--- src/rtl/elastic_pipe_reg.sv ---
// elastic_pipe_reg
//   A chain of DEPTH register stages. The ready chain collapses bubbles, so a
//   stage that holds no data always takes new data, even when the output is
//   stalled. With no stalls the pipe moves one beat per cycle, and each beat
//   takes exactly DEPTH cycles to pass through.
//
// Handshake (both sides): a beat moves on a rising edge where valid and ready
//   are both 1. A producer holds valid and data steady until it sees ready.
//   While out_valid=1 and out_ready=0, out_valid and out_data do not change.
//
// Optional feature: define ELASTIC_PIPE_REG_FLUSH_EN to add the flush input.
//   flush=1 clears every valid bit on the next edge and keeps the data
//   registers as they are. It also blocks input acceptance in that cycle.
//
// Ports:
//   clk        single clock, rising edge
//   reset      asynchronous, active-high; clears valid bits, data and occupancy
//   flush      (ELASTIC_PIPE_REG_FLUSH_EN only) synchronous clear of valid bits
//   in_valid   upstream payload valid
//   in_ready   pipe can accept in_data this cycle
//   in_data    upstream payload, WIDTH bits
//   out_valid  last stage holds a valid beat
//   out_ready  downstream accepts out_data this cycle
//   out_data   last-stage payload, WIDTH bits
//   occupancy  registered count of stages holding a valid beat
module elastic_pipe_reg #(
    parameter int WIDTH = 8,
    parameter int DEPTH = 2,
    parameter int OCC_W = $clog2(DEPTH + 1)
) (
    input  logic             clk,
    input  logic             reset,
`ifdef ELASTIC_PIPE_REG_FLUSH_EN
    input  logic             flush,
`endif
    input  logic             in_valid,
    output logic             in_ready,
    input  logic [WIDTH-1:0] in_data,
    output logic             out_valid,
    input  logic             out_ready,
    output logic [WIDTH-1:0] out_data,
    output logic [OCC_W-1:0] occupancy
);

    logic             flush_w;

`ifdef ELASTIC_PIPE_REG_FLUSH_EN
    assign flush_w = flush;
`else
    assign flush_w = 1'b0;
`endif

    logic [DEPTH-1:0] valid_q;
    logic [DEPTH-1:0] valid_d;
    logic [DEPTH-1:0] rdy;
    logic [DEPTH-1:0] up_valid;
    logic [WIDTH-1:0] data_q  [DEPTH];
    logic [WIDTH-1:0] data_d  [DEPTH];
    logic [WIDTH-1:0] up_data [DEPTH];
    logic [OCC_W-1:0] occ_q;
    logic [OCC_W-1:0] occ_d;

    // Stage k is ready if it is empty or if everything downstream of it is
    // ready. The chain is combinational from out_ready back to stage 0.
    always_comb begin : ready_chain
        logic r;
        r   = out_ready;
        rdy = '0;
        for (int k = DEPTH - 1; k >= 0; k--) begin
            r      = ~valid_q[k] | r;
            rdy[k] = r;
        end
    end

    // Upstream view of each stage: stage 0 sees the input port, and every
    // other stage sees the stage before it.
    always_comb begin
        up_valid    = '0;
        for (int k = 0; k < DEPTH; k++) begin
            up_data[k] = '0;
        end
        up_valid[0] = in_valid;
        up_data[0]  = in_data;
        for (int k = 1; k < DEPTH; k++) begin
            up_valid[k] = valid_q[k - 1];
            up_data[k]  = data_q[k - 1];
        end
    end

    // A ready stage always takes the upstream valid bit. It takes the
    // upstream data only when that data is valid. Because of this, an
    // emptied pipe still shows the last beat on out_data, and in_data is
    // ignored while in_valid is 0.
    always_comb begin
        valid_d = valid_q;
        for (int k = 0; k < DEPTH; k++) begin
            data_d[k] = data_q[k];
        end
        if (flush_w) begin
            valid_d = '0;
        end else begin
            for (int k = 0; k < DEPTH; k++) begin
                if (rdy[k]) begin
                    valid_d[k] = up_valid[k];
                    if (up_valid[k]) begin
                        data_d[k] = up_data[k];
                    end
                end
            end
        end
        occ_d = '0;
        for (int k = 0; k < DEPTH; k++) begin
            occ_d = occ_d + OCC_W'(valid_d[k]);
        end
    end

    always_ff @(posedge clk or posedge reset) begin
        if (reset) begin
            valid_q <= '0;
            occ_q   <= '0;
            for (int k = 0; k < DEPTH; k++) begin
                data_q[k] <= '0;
            end
        end else begin
            valid_q <= valid_d;
            occ_q   <= occ_d;
            for (int k = 0; k < DEPTH; k++) begin
                data_q[k] <= data_d[k];
            end
        end
    end

    // in_ready is forced low during reset and during flush. Without this,
    // the cleared valid bits would make the ready chain read as 1.
    assign in_ready  = rdy[0] & ~flush_w & ~reset;
    assign out_valid = valid_q[DEPTH-1];
    assign out_data  = data_q[DEPTH-1];
    assign occupancy = occ_q;

endmodule

--- config.mk ---
export PLATFORM = sky130hd
export DESIGN_NAME = elastic_pipe_reg
export DESIGN_NICKNAME = d
export VERILOG_FILES = /design/src/rtl/elastic_pipe_reg.sv
export SDC_FILE = /design/constraint.sdc
export NUM_CORES = 1
export LEC_CHECK = 0
export ABC_AREA = 1
export CORE_UTILIZATION = 44
export CTS_BUF_LIST = sky130_fd_sc_hd__clkbuf_8
export CTS_CLUSTER_SIZE = 14
export DETAILED_ROUTE_END_ITERATION = 10
export PLACE_DENSITY = 0.73
export RECOVER_POWER = 25
export SLEW_MARGIN = 20
export SYNTH_ARGS = -nofsm -noshare
export SYNTH_HDL_FRONTEND = slang
export SYNTH_SLANG_ARGS = --single-unit
--- constraint.sdc ---
create_clock -name clk -period 1.9 [get_ports clk]
set_input_delay 0.57 -clock clk [delete_from_list [all_inputs] [get_ports clk]]
set_output_delay 0.57 -clock clk [all_outputs]
set_load 0.02 [all_outputs]
==> results.txt <==
Worst Hold Path EP -> out_data[4]$_DFFE_PP0P_
Leak -> 0.587 nW
Seq cells post-synth -> 20
Post-synth top cells -> nand2_1, dfrtp_1, nand3_1
Die Y -> 46.4 um
Max Clock Freq -> 0.534 GHz
Worst Skew -> 0.000852 ns
post-CTS setup repair buffer count -> 0
synthesized area -> 867 um^2
fin. max-slew vios -> 0
Cells after Synth -> 90
RSZ-0062 raised after global routing -> false
Unique masters post-synth -> 10
layout cell share with drive strength beyond 1 -> 16.8%
top-count cell post-synth -> nand2_1
clock sinks -> 20
std cell rows -> 15
later-pin clock latency in the skew report -> 0.25 ns
syn_nets -> 103
Core Util, Final -> 64.4%
crit-path cells -> clkdlybuf4s50_1 -> inv_2 -> nand2_2 -> inv_2 -> buf_6
Internal Pwr Total -> 0.899 mW
post-synth top area cell -> dfrtp_1
Sw Share -> 30.4%
Avg Inst Size Synth -> 9.63 um^2
WHS Path Cells -> 2
Worst Path Class, Setup -> in2out
final setup fails -> 0
Main synth FF type -> dfrtp_1
endpoints failing hold -> 0
MaxCap Viol Count -> 0
CP most frequent cell -> inv_2
total chip power -> 1.29 mW
PortBufs -> 23
Worst R2R Start -> valid_q[1]$_DFF_PP0_
1st-iter DRT viols -> 14
Hold Startpoint -> out_data[4]$_DFFE_PP0P_
Cell Pwr Density -> 1130 mW/mm^2
crit path capture type -> output pin
Least-Margin Pin Slew -> 1.02 ns
EDFF count, synth -> 0
Core Box Area -> 0.00178 mm^2
dpl hpwl -> 1150 um
CP Launch Type -> primary input
switching pwr -> 0.393 mW
max_slew headroom -> 32.0%
Total Routing Usage GR -> 17.9%
H-tree lvl count -> 1
largest net degree at the start of global routing -> 21
Comb power frac -> 31.5%
worst hold path class -> reg2reg
I/O Pins -> 24
fraction of registers with async set/reset -> 100%
required time worst endpoint -> 1.33 ns
period utilisation layout -> 98.5%
status -> completed
clock power share -> 24.2%
top cells by area, synth -> dfrtp_1, nand2_1, nand3_1
DRT Pass-1 Iters -> 4
cts hold-fix bufs -> 0
Die X -> 46.4 um
yosys warns -> 0
Routed Antenna Nets -> 0
Layout area overhead -> 32.3%
drc violations -> 0
vias per inst -> 4.73
CTS clk-pin slew, worst paths -> 0.07 ns
GRT overflow -> 0
# diodes -> 0
drt wl/cell -> 10.9 um
R2R depth -> 5
minimum clock period -> 1.87 ns
crit-path max FO -> 2
min setup slack post-route -> 0.0291 ns
Clk Tree Root Cell -> clkbuf_8
sequential area share after synthesis -> 57.7%
CTS tree -> done
Die ar. -> 0.00215 mm^2
detailed-route via count -> 653
Crit path arrival time -> 1.30 ns
final WL -> 1500 um
Initial Utilization -> 48.6%
vias in the first global route -> 612
CP max stage cell -> clkdlybuf4s50_1
nets@finish -> 127
IR drop worst, VDD -> 648 uV
CTS Buffer Depth -> 2
DP Worst Slack -> -0.575 ns
Flop pwr share -> 44.2%
r2r endpoint -> occupancy[0]$_DFF_PP0_
reg-to-reg slack, setup -> 0.68 ns
Num CTS Buffers -> 3
top cell type's share of synthesized area -> 57.7%
Critical Path Max Stage Delay -> 0.48 ns
antenna violations before repair -> 0
first-pass GRT wire length -> 2620 um
RePlAce Congestion -> 0.739
-- cell families after synthesis --
group                      share of synthesized area [%]
DFF                                                 57.7
and+or+nand+nor                                     29.1
buffers and inverters                               11.7
adders and majority gates                           1.44
-- routing by layer --
| metal | GRT usage, % | routed length, um |
|---|---|---|
| met1 | 22.7 | 671 |
| met2 | 27.8 | 729 |
| met3 | 3.53 | 77 |
| met4 | 11.2 | 19 |
| met5 | 0 | 0 |
-- placed cells by master, fill, tap and decap left out --
master           instances
dlygate4sd2_1            1
nand3_4                  1
nand2_1                 34
buf_4                    6
ha_1                     1
clkbuf_8                 4
clkdlybuf4s50_1         20
buf_6                    1
nand2_4                  1
nand3_1                 16
dlymetal6s2s_1           1
nand2_2                  3
clkbuf_1                 1
inv_2                    3
dfrtp_1                 20
-- stage by stage --
| step | instance area, um^2 | hold slack (ns) | TNS, ns | instances |
|---|---|---|---|---|
| after floorplan | 867 | 0.443 | 0 | 90 |
| after global placement | 1090 | 0.454 | -0.552 | 134 |
| after detailed placement | 1090 | 0.461 | -0.579 | 134 |
| after CTS | 1150 | 0.478 | 0 | 138 |
| after global routing | 1150 | 0.499 | 0 | 138 |
| final | 1150 | 0.476 | 0 | 138 |
-- timing repair --
item	4_1_cts	5_1_grt
pin swaps	0	1
setup endpoints to repair	1	2
resized for setup	10	2
-- flip-flops by register name, summed over array words and instances (netlist names) --
register	cells
valid_q	2
out_data	8
occupancy	2
data_q	8
-- area by class of cell --
| type | instances | area [um^2] |
|---|---|---|
| fill | 142 | 636 |
| inverter | 3 | 11.3 |
| sequential | 20 | 500 |
| tap | 25 | 31.3 |
| clock buffer | 4 | 55.1 |
| timing repair buffer | 30 | 282 |
| multi-input combinational | 56 | 268 |
-- worst max path at each step --
stage | from | to | slack [ns] | depth (start not counted)
floorplan | reset | in_ready | 0.05 | 3
global placement | out_ready | in_ready | -0.55 | 6
detailed placement | out_ready | in_ready | -0.57 | 6
CTS | reset | in_ready | 0.01 | 5
global route | reset | in_ready | 0.0008 | 5
finish | reset | in_ready | 0.03 | 5
-- power groups by stage --
stage | Sequential [mW] | Combinational [mW] | Clock, mW
floorplan | 0.585 | 0.275 | 0
CTS | 0.572 | 0.414 | 0.321
global placement | 0.573 | 0.404 | 0
finish | 0.572 | 0.407 | 0.313
detailed placement | 0.580 | 0.411 | 0
global route | 0.584 | 0.449 | 0.335
-- critical path: cells and delay by family --
family        cells  cell delay, ns
simple gates      1            0.06
buf+inv           4            0.68
Note: power is estimated with default switching activity, not from simulation.
